`config.mk`:
```
export PLATFORM = sky130hd
export DESIGN_NAME = spi_cmd_sequencer
export DESIGN_NICKNAME = d
export VERILOG_FILES = /design/src/rtl/spi_cmd_sequencer.sv
export SDC_FILE = /design/constraint.sdc
export NUM_CORES = 1
export LEC_CHECK = 0
export CELL_PAD_IN_SITES_DETAIL_PLACEMENT = 0
export CELL_PAD_IN_SITES_GLOBAL_PLACEMENT = 1
export CORE_UTILIZATION = 30
export DETAILED_ROUTE_END_ITERATION = 6
export PLACE_DENSITY_LB_ADDON = 0.1
export SLEW_MARGIN = 0
export SYNTH_ARGS = -nofsm -noshare
export SYNTH_HDL_FRONTEND = slang
export SYNTH_SLANG_ARGS = --single-unit
```
`constraint.sdc`:
```
create_clock -name clk -period 6.65 [get_ports clk]
set_input_delay 1.33 -clock clk [delete_from_list [all_inputs] [get_ports clk]]
set_output_delay 1.33 -clock clk [all_outputs]
set_load 0.05 [all_outputs]
```
`src/rtl/spi_cmd_sequencer.sv`:
```
`default_nettype none
// ============================================================================
// spi_cmd_sequencer : SPI 2-byte command parser driving engine memory and runs
// Revision: 1.0
// ============================================================================
module spi_cmd_sequencer #(
   parameter int ADDR_W  = 13,
   parameter int LEN_W   = 9,
   parameter int TIMEOUT = 4096
) (
   input  logic              clk,
   input  logic              reset,
   input  logic              rx_valid,
   input  logic [7:0]        rx_data,
   output logic              mem_we,
   output logic [ADDR_W-1:0] mem_waddr,
   output logic [7:0]        mem_wdata,
   output logic              eng_start,
   output logic [LEN_W-1:0]  eng_len,
   input  logic              eng_done,
   output logic              convout,
   output logic [7:0]        status
);

   localparam int TM_W = (TIMEOUT > 2) ? $clog2(TIMEOUT) : 1;

   localparam logic [0:0] P_OP  = 1'b0;
   localparam logic [0:0] P_ARG = 1'b1;

   localparam logic [1:0] R_IDLE  = 2'd0;
   localparam logic [1:0] R_ISSUE = 2'd1;
   localparam logic [1:0] R_BUSY  = 2'd2;
   localparam logic [1:0] R_DONE  = 2'd3;

   localparam logic [7:0] OP_CLEAR  = 8'h01;
   localparam logic [7:0] OP_SETLEN = 8'h10;
   localparam logic [7:0] OP_LOAD   = 8'h24;
   localparam logic [7:0] OP_START  = 8'h31;

   logic [0:0]        p_q, p_d;
   logic [7:0]        op_q, op_d;
   logic [TM_W-1:0]   tcnt_q, tcnt_d;
   logic [1:0]        run_q, run_d;
   logic [ADDR_W-1:0] ptr_q, ptr_d;
   logic              err_q, err_d, ovf_q, ovf_d, tmo_q, tmo_d, conv_q, conv_d;
   logic              we_q, we_d, start_q, start_d;
   logic [ADDR_W-1:0] waddr_q, waddr_d;
   logic [7:0]        wdata_q, wdata_d;
   logic [LEN_W-1:0]  len_q, len_d;
   logic              busy;

   assign busy = (run_q == R_ISSUE) || (run_q == R_BUSY);

   always_comb begin
      p_d     = p_q;
      op_d    = op_q;
      tcnt_d  = tcnt_q;
      run_d   = run_q;
      ptr_d   = ptr_q;
      err_d   = err_q;
      ovf_d   = ovf_q;
      tmo_d   = tmo_q;
      conv_d  = conv_q;
      we_d    = 1'b0;
      start_d = 1'b0;
      waddr_d = waddr_q;
      wdata_d = wdata_q;
      len_d   = len_q;

      case (run_q)
         R_ISSUE: run_d = R_BUSY;
         R_BUSY: begin
            if (eng_done) begin
               run_d  = R_DONE;
               conv_d = 1'b1;
            end
         end
         default: ;
      endcase

      // Opcode decode runs after the run FSM so CLEAR overrides a same-cycle done for convout.
      case (p_q)
         P_OP: begin
            if (rx_valid) begin
               op_d   = rx_data;
               p_d    = P_ARG;
               tcnt_d = '0;
            end
         end
         default: begin
            if (rx_valid) begin
               p_d = P_OP;
               case (op_q)
                  OP_LOAD: begin
                     if (busy) begin
                        err_d = 1'b1;
                     end else begin
                        we_d    = 1'b1;
                        waddr_d = ptr_q;
                        wdata_d = rx_data;
                        ptr_d   = ptr_q + ADDR_W'(1);
                        if (&ptr_q) ovf_d = 1'b1;
                     end
                  end
                  OP_SETLEN: begin
                     if (busy) err_d = 1'b1;
                     else      len_d = LEN_W'(rx_data) + LEN_W'(1);
                  end
                  OP_START: begin
                     if ((run_q == R_IDLE) || (run_q == R_DONE)) begin
                        conv_d  = 1'b0;
                        run_d   = R_ISSUE;
                        start_d = 1'b1;
                     end else begin
                        err_d = 1'b1;
                     end
                  end
                  OP_CLEAR: begin
                     ptr_d  = '0;
                     err_d  = 1'b0;
                     ovf_d  = 1'b0;
                     tmo_d  = 1'b0;
                     conv_d = 1'b0;
                  end
                  default: err_d = 1'b1;
               endcase
            end else if (tcnt_q == TM_W'(TIMEOUT - 1)) begin
               p_d   = P_OP;
               tmo_d = 1'b1;
            end else begin
               tcnt_d = tcnt_q + TM_W'(1);
            end
         end
      endcase
   end

   always_ff @(posedge clk) begin
      if (reset) begin
         p_q     <= P_OP;
         op_q    <= '0;
         tcnt_q  <= '0;
         run_q   <= R_IDLE;
         ptr_q   <= '0;
         err_q   <= 1'b0;
         ovf_q   <= 1'b0;
         tmo_q   <= 1'b0;
         conv_q  <= 1'b0;
         we_q    <= 1'b0;
         start_q <= 1'b0;
         waddr_q <= '0;
         wdata_q <= '0;
         len_q   <= LEN_W'(256);
      end else begin
         p_q     <= p_d;
         op_q    <= op_d;
         tcnt_q  <= tcnt_d;
         run_q   <= run_d;
         ptr_q   <= ptr_d;
         err_q   <= err_d;
         ovf_q   <= ovf_d;
         tmo_q   <= tmo_d;
         conv_q  <= conv_d;
         we_q    <= we_d;
         start_q <= start_d;
         waddr_q <= waddr_d;
         wdata_q <= wdata_d;
         len_q   <= len_d;
      end
   end

   assign mem_we    = we_q;
   assign mem_waddr = waddr_q;
   assign mem_wdata = wdata_q;
   assign eng_start = start_q;
   assign eng_len   = len_q;
   assign convout   = conv_q;
   assign status    = {busy, conv_q, err_q, ovf_q, tmo_q, 3'b000};

endmodule
`default_nettype wire
```
==> metrics.txt, run 1 <==
status finished, final reports clean; DRC errors left 0; Worst-Margin Slew 1.19 ns; Power Dens Cells 234 nW/um^2; class of the worst hold path flip-flop to flip-flop; CTS Sinks 72; setup tns final 0 ns; critical path type flip-flop to output port; die area 11200 sq um; average cell area after synthesis 8.22 sq um; CP max FO 7; starting density of the core 31.1%; fillers 1117; Tmin final 3.32 ns; Ports 53; Yosys cell types 54; hold slack 0.455 ns; Total Routing Usage GR 16.3%; Area Growth Syn to Fin 25.1%; Peak VDD IR 0.0926 mV; fraction of layout cells with a size suffix above 1 5.94%; total CTS buffers 9; final period utilization 49.9%; register area share after synthesis 44.5%; Post-synth EDFFs 0; # rows 37; Clock Root Buffer clkbuf_8; required time of the critical path 5.32 ns; max-cap check violation count 0; largest net degree at the start of global routing 60; Antenna Nets Post-Route 0; ant diodes 0; H-tree depth 3; Final setup viols 0; Final nets 450; Static Leakage 1.28 nW; total gr overflow 0; DRT Pass-1 Iters 4; Worst slew margin 19.6%; Startpoint Class flip-flop; first-pass GRT wire length 14400 um; antenna violations before repair 0; drt wl/cell 14.9 um; CTS tree done; Synth Register Bits 72; Synth Flop Type dfxtp_1; PostCTS Resize Cnt 0; hold_buf cts 0; core area 10400 sq um; dpl hpwl 5540 um; vias per cell 5.18; Port-buffer cells 49; maximum clock path buffer count 2; Die X 106 um; # Post-CTS Setup Buffers 0; Synth Instances 394; Ys Warns 0; gpl congestion 0.700; clock slew at reported path FFs 0.08 ns; worst skew pair latency 0.35 ns; clk_skew 0.00921 ns; Slew Limit Fails 0; Die Y-Extent 106 um; FFs w/ async S/R, synth 0%; Fmax 0.301 GHz; Routed WL 8530 um; total number of vias 2971; Worst EP arrival 1.99 ns; vias in the first global route 2779; CP endpoint kind output port; Final Hold Violating Endpoints 0; Mapped Area 3240 sq um; Iter 0 DRT Violations 102; RSZ-0062 raised after global routing no; Final Util 38.9%
[flip-flops by register name, indices dropped and copies added, names as in the netlist, 2 cells and up]
signal / flops
eng_len: 9
tcnt_q: 12
mem_wdata: 8
ptr_q: 13
mem_waddr: 13
op_q: 8
run_q: 2
[worst paths after layout]
| check | startpoint | slack (ns) | endpoint | depth (start not counted) |
|---|---|---|---|---|
| hold / removal | mem_waddr[9] | 0.46 | mem_waddr[9] | 2 |
| hold reg to reg | mem_waddr[9] | 0.46 | mem_waddr[9] | 2 |
| setup / recovery | run_q[0] | 3.33 | status[7] | 3 |
| setup reg to reg | run_q[0] | 3.95 | ptr_q[5] | 6 |
[layer usage]
metal | part of all wire [%] | wire length [um] | track usage (%)
met1 | 53 | 4530 | 23.2
met2 | 42 | 3620 | 23.7
met3 | 3.8 | 326 | 4.97
met4 | 0.57 | 49 | 4.17
met5 | 0 | 0 | 0
[cell type report]
cell class                      count  area [sq um]  area share (%)
Multi-Input combinational cell    287          1650            40.6
Sequential cell                    72          1440            35.6
Timing Repair Buffer               53           515            12.7
Tap cell                          136           170            4.20
Clock buffer                        9           124            3.06
Clock inverter                      7           120            2.96
Inverter                           10          37.5           0.926
[stage by stage]
stage,setup slack (ns),cell area (sq um),total power [W],std cells
CTS,3.30,4050,0.000964,574
detailed placement,3.02,3810,0.000532,558
floorplan,4.06,3250,0.000505,396
global placement,3.02,3810,0.000531,558
global route,3.22,4050,0.000990,574
finish,3.33,4050,0.000947,574
[cells in the mapped netlist, types with 2 or more instances]
| cell | instances | area [sq um] |
|---|---|---|
| a2111oi_0 | 3 | 26.3 |
| a211oi_1 | 6 | 45.0 |
| a21oi_1 | 56 | 280 |
| a311oi_1 | 2 | 17.5 |
| a31oi_1 | 3 | 18.8 |
| and2_1 | 3 | 18.8 |
| and3_1 | 6 | 37.5 |
| and4_1 | 6 | 52.6 |
| buf_1 | 2 | 7.51 |
| buf_4 | 8 | 60.1 |
| clkbuf_1 | 16 | 60.1 |
| dfxtp_1 | 72 | 1440 |
| ha_1 | 5 | 62.6 |
| inv_1 | 10 | 37.5 |
| mux2i_1 | 3 | 30.0 |
| nand2_1 | 77 | 289 |
| nand3_1 | 13 | 65.1 |
| nand4_1 | 4 | 25.0 |
| nand4b_1 | 2 | 17.5 |
| nor2_1 | 22 | 82.6 |
| nor2b_1 | 2 | 12.5 |
| nor3_1 | 2 | 10.0 |
| nor4_1 | 7 | 43.8 |
| nor4b_1 | 2 | 17.5 |
| o21ai_0 | 7 | 35.0 |
| o311ai_0 | 2 | 17.5 |
| o31ai_1 | 10 | 75.1 |
| o41ai_1 | 2 | 17.5 |
| or3_1 | 2 | 12.5 |
| or4_1 | 11 | 82.6 |
| xor2_1 | 5 | 43.8 |
[cell families (layout without fill, tap and decap cells)]
family | Yosys count | count (layout) | share of synthesized area [%]
simple gates | 167 | 167 | 25.9
fa+ha+maj | 5 | 5 | 1.93
xor+xnor | 6 | 6 | 1.62
mux | 3 | 3 | 0.927
buf+inv | 37 | 79 | 5.25
flops | 72 | 72 | 44.5
compound gates | 103 | 103 | 19.7
other cells | 1 | 3 | 0.116
[critical path, cell delays in order, from the launching register on]
cell,delay [ns]
dfxtp_1,0.33
inv_1,0.06
ha_1,0.41
clkdlybuf4s50_1,0.85
[layout by cell type (no fill, tap or decap), types with 6 or more instances in the layout]
| cell type | n |
|---|---|
| nand2_1 | 77 |
| dfxtp_1 | 72 |
| a21oi_1 | 56 |
| clkdlybuf4s50_1 | 48 |
| nor2_1 | 22 |
| nand3_1 | 13 |
| or4_1 | 11 |
| inv_1 | 10 |
| o31ai_1 | 10 |
| clkbuf_8 | 9 |
| nor4_1 | 7 |
| o21ai_0 | 7 |
| and3_1 | 6 |
| and4_1 | 6 |
| a211oi_1 | 6 |
[power by group]
group,internal [W],leakage [nW],switching (W)
registers,0.000437,0.582,0.00000735
logic,0.0000256,0.581,0.0000507
clock network,0.000250,0.119,0.000177
total,0.000712,1.28,0.000235
Power figures use the tool's default switching activity.
==> run 2: changes to the inputs <==
clock period = 2.7 ns   (was 6.65 ns; I/O delays follow)
==> run 2 against run 1 <==
Against the previous run:
- die area is the same
- sequential cell count unchanged
- sequential power grew 150%
- combinational power rose to 2.8 times the previous value
- via count is 0.57% higher
- clock skew is 0.0011 ns lower
- register-to-register slack lost 3.6 ns
- highest routed layer unchanged
==> metrics.txt, run 2 (synthesis results as in run 1) <==
Worst slew margin 62.7% (+43 points); Final Hold Violating Endpoints 0 (unchanged); Worst-Margin Slew 0.558 ns (-0.633 ns); # rows 37 (unchanged); fraction of layout cells with a size suffix above 1 8.85% (+2.9 points); largest net degree at the start of global routing 39 (-35%); Startpoint Class flip-flop; most common cell after layout, fill and taps aside nand2_1; Ports 53 (unchanged); CP endpoint kind output port; Area Growth Syn to Fin 29.3%; PostCTS Resize Cnt 0 (unchanged); final period utilization 94.4%; dpl hpwl 5900 um (+6.5%); Final nets 465 (+3.3%); vias per cell 5.08 (-1.8%); Power Dens Cells 579 nW/um^2 (+150%); Finished Cell Area 4190 sq um (+3.4%); Die Y-Extent 106 um (unchanged); Final setup viols 0 (unchanged); hold_buf cts 0 (unchanged); ant diodes 0 (unchanged); core area 10400 sq um (unchanged); Worst EP arrival 2.01 ns (+0.02 ns); setup tns final 0 ns (unchanged); required time of the critical path 2.16 ns (-3.16 ns); Placed Instance Area 3940 sq um (+3.3%); DRC errors left 0 (unchanged); Static Leakage 1.36 nW (+6.4%); Die X 106 um (unchanged); Tmin final 2.55 ns; highest metal used met4; routed wl met2 3670 um (+1.5%); gpl congestion 0.756 (+7.9%); CTS Sinks 72 (unchanged); max-cap check violation count 0 (unchanged); Slew Limit Fails 0 (unchanged); total gr overflow 0 (unchanged); first-pass GRT wire length 14900 um (+3.4%); Port-buffer cells 49 (unchanged); CP max FO 6 (-1); RSZ-0062 raised after global routing no; placed cell count 573 (+2.7%); Clock Root Buffer clkbuf_8; # Post-CTS Setup Buffers 0 (unchanged); Met3 Routed Length 392 um (+20%); Routed WL 8820 um (+3.4%); class of the worst hold path flip-flop to flip-flop; total number of vias 2988 (+0.57%); Finished Layout Cells 588 (+2.4%); most frequent cells in the layout nand2_1 (77), dfxtp_1 (72), a21oi_1 (56); vias in the first global route 2918 (+5.0%); clk_skew 0.00811 ns (-0.00110 ns); hold slack 0.453 ns (-0.00217 ns); drt wl/cell 15.0 um (+0.95%); antenna violations before repair 0 (unchanged); total CTS buffers 9 (unchanged); die area 11200 sq um (unchanged); Total Routing Usage GR 17.0% (+0.73 points); starting density of the core 31.1% (unchanged); worst skew pair latency 0.35 ns (about the same); Peak VDD IR 0.247 mV (+170%); WL met1 4610 um (+1.7%); clock slew at reported path FFs 0.08 ns (about the same); DRT Pass-1 Iters 4 (unchanged); maximum clock path buffer count 2 (unchanged); Final Util 40.2% (+1.3 points); H-tree depth 3 (unchanged); Fmax 0.392 GHz; CTS tree done; critical path type flip-flop to output port; status finished, final reports clean; Iter 0 DRT Violations 98 (-3.9%); Antenna Nets Post-Route 0 (unchanged)
[run 2: cell count changes in the layout (fill, tap and decap cells not counted)]
cell       change
clkinv_4       -2
buf_4         +14
bufinv_16      +1
buf_12         +1
[run 2: worst max-delay path, stage by stage (launching register included)]
cell and delay [ns]:
dfxtp_1 0.34, inv_1 0.06, ha_1 0.31, buf_4 0.15, clkdlybuf4s50_1 0.80
[run 2: power breakdown]
part / switching [W] / internal, W
clock: 0.000424 / 0.000700
combinational: 0.000135 / 0.0000777
sequential: 0.0000127 / 0.00108
total: 0.000571 / 0.00185
[run 2: layout make-up]
type | instances | area [sq um]
inverter | 10 | 37.5
multi-input combinational | 287 | 1650
sequential | 72 | 1440
clock inverter | 6 | 133
fill | 1089 | 6220
clock buffer | 9 | 124
timing repair buffer | 68 | 641
tap | 136 | 170
[run 2: per-stage QoR]
stage          power (W)  setup slack, ns
6_report         0.00243            0.150
5_1_grt          0.00253           0.0563
4_1_cts          0.00246            0.122
3_5_place_dp     0.00133            0.208
3_3_place_gp     0.00133            0.215
2_1_floorplan    0.00124            0.437
[run 2: routing by layer]
layer,vias to the layer above,global-route usage (%)
li1,1525,-
met1,1391,24.1
met2,61,24.4
met3,11,4.60
met4,0,6.45
met5,-,0
[run 2: path summary, 6_finish.rpt]
check	from	end	slack, ns	depth (start not counted)
max	run_q[0]	status[7]	0.15	4
min	mem_waddr[7]	mem_waddr[7]	0.45	2
max reg2reg	run_q[0]	ptr_q[5]	0.39	7
min reg2reg	mem_waddr[7]	mem_waddr[7]	0.45	2
==> run 3: changes to the inputs <==
CORE_UTILIZATION = 35   (was 30)
==> run 3 against run 2 <==
Against the previous run:
- clock skew fell by 0.0022 ns
- the flow now finishes with violations (DRC)
- critical path type unchanged
- sequential power barely moved
- worst setup slack improved by 0.021 ns
- die area fell by 14%
- sequential share of layout area rose by 0.41 points
- power fell by 4.8%
- worst hold slack improved by 0.0011 ns
- global-route usage rose by 1.4 points
- register-to-register slack got worse by 0.08 ns
- routed wire length fell by 4.7%
==> metrics.txt, run 3 (synthesis results as in run 1) <==
Iter 0 DRT Violations 136 (+39%); maximum clock path buffer count 2 (unchanged); starting density of the core 36.6% (+5.5 points); drt wl/cell 14.9 um (-0.42%); critical path type flip-flop to output port; CTS Sinks 72 (unchanged); total number of vias 3001 (+0.44%); Area Growth Syn to Fin 27.8%; status finished with violations; H-tree depth 3 (unchanged); Final Hold Violating Endpoints 0 (unchanged); Final Util 46.8% (+6.6 points); DRC errors left 3 (+3); Internal 0.00175 W (-5.6%); Finished Cell Area 4140 sq um (-1.2%); RSZ-0062 raised after global routing no; antenna violations before repair 0 (unchanged); first-pass GRT wire length 14200 um (-4.9%); worst-path cell chain inv_1 -> ha_1 -> buf_4 -> clkdlybuf4s50_1; Worst EP arrival 1.99 ns (-0.02 ns); max incr delay on CP 0.80 ns (about the same); Sw Share 24.3% (+0.70 points); CP endpoint kind output port; final period utilization 93.7% (-0.77 points); clock power share 43.7% (-2.6 points); Clock Root Buffer clkbuf_8; Tmin final 2.53 ns (-0.0207 ns); vias per cell 5.33 (+4.9%); violated checks DRC; # Post-CTS Setup Buffers 0 (unchanged); setup tns final 0 ns (unchanged); Total Routing Usage GR 18.4% (+1.4 points); Port-buffer cells 49 (unchanged); class of the worst hold path flip-flop to flip-flop; ant diodes 0 (unchanged); max-cap check violation count 0 (unchanged); Slew Limit Fails 0 (unchanged); Final setup viols 0 (unchanged); CP max FO 6 (unchanged); Worst-Margin Slew 0.564 ns (+0.00598 ns); CP bufs+invs 3 (unchanged); slowest stage cell on the critical path clkdlybuf4s50_1; clock slew at reported path FFs 0.08 ns (about the same); Fmax 0.395 GHz (+0.82%); # rows 34 (-8.1%); clk_skew 0.00590 ns (-0.00220 ns); Worst slew margin 62.4% (-0.31 points); Peak VDD IR 0.254 mV (+2.4%); total gr overflow 0 (unchanged); required time of the critical path 2.16 ns (about the same); Switching Power 0.000560 W (-1.9%); core area 8850 sq um (-15%); most common cell after layout, fill and taps aside nand2_1; DRT Pass-1 Iters 6 (+2); Comb power frac 9.1% (+0.3 points); Startpoint Class flip-flop; Finished Layout Cells 563 (-4.3%); Placed Instance Area 3900 sq um (-0.83%); Top Family by Delay on Critical Path buffers and inverters; Power Dens Cells 558 nW/um^2 (-3.6%); gpl congestion 0.782 (+3.4%); PostCTS Resize Cnt 0 (unchanged); Routed WL 8410 um (-4.7%); Static Leakage 1.36 nW (-0.30%); Antenna Nets Post-Route 0 (unchanged); Ports 53 (unchanged); largest net degree at the start of global routing 34 (-13%); dpl hpwl 5740 um (-2.8%); total CTS buffers 9 (unchanged); vias in the first global route 2905 (-0.45%); Sequential Power Share 47.1% (+2.2 points); hold_buf cts 0 (unchanged); die area 9650 sq um (-14%); worst skew pair latency 0.35 ns (about the same); most frequent cells in the layout nand2_1 (77), dfxtp_1 (72), a21oi_1 (56); fraction of layout cells with a size suffix above 1 9.45% (+0.60 points); CTS tree done; Die X 98.2 um (-7.3%); Die Y-Extent 98.2 um (-7.3%); placed cell count 547 (-4.5%); Final nets 467 (+0.43%)
-- run 3: changes by cell type in the layout (fill, tap and decap cells not counted), sizes merged --
| cell | delta |
|---|---|
| clkbuf | +3 |
| buf | +2 |
| bufinv | -2 |
| clkinv | -1 |
| clkinvlp | +1 |
-- run 3: layout make-up --
cell class,count,area (sq um)
fill,908,4710
multi-input combinational,287,1650
sequential,72,1440
timing repair buffer,70,643
clock buffer,12,165
tap,108,135
clock inverter,4,75.1
inverter,10,37.5
-- run 3: per-stage QoR --
step / total power [W] / setup slack (ns) / hold slack (ns)
finish: 0.00231 / 0.171 / 0.454
global route: 0.00242 / 0.0770 / 0.485
floorplan: 0.00124 / 0.437 / 0.426
global placement: 0.00133 / 0.175 / 0.440
detailed placement: 0.00133 / 0.153 / 0.445
CTS: 0.00235 / 0.144 / 0.460
-- run 3: worst paths after layout --
check,from,end,slack [ns],cells after the start
max,run_q[0],status[7],0.17,4
min,mem_waddr[4],mem_waddr[4],0.45,2
max reg2reg,run_q[0],ptr_q[5],0.31,6
min reg2reg,mem_waddr[4],mem_waddr[4],0.45,2
-- run 3: per-layer routing --
layer,vias up,track usage (%),part of all wire [%]
li1,1544,-,-
met4,0,4.82,0.71
met2,77,27.4,42
met5,-,0,0
met1,1374,25.8,52
met3,6,5.44,5.2
-- run 3: power by group through the flow --
stage / Clock [W] / Sequential [W] / Combinational [W]
final: 0.00101 / 0.00109 / 0.000211
after global placement: 0 / 0.00111 / 0.000212
after floorplan: 0 / 0.00112 / 0.000127
after global routing: 0.00109 / 0.00109 / 0.000231
after detailed placement: 0 / 0.00111 / 0.000212
after CTS: 0.00105 / 0.00109 / 0.000213
-- run 3: worst reg2reg max path, stage by stage, from the launching register on --
cell	delay, ns
dfxtp_1	0.33
inv_1	0.06
ha_1	0.31
nand4bb_1	0.22
a2111o_1	0.68
or4_1	0.58
a21oi_1	0.14
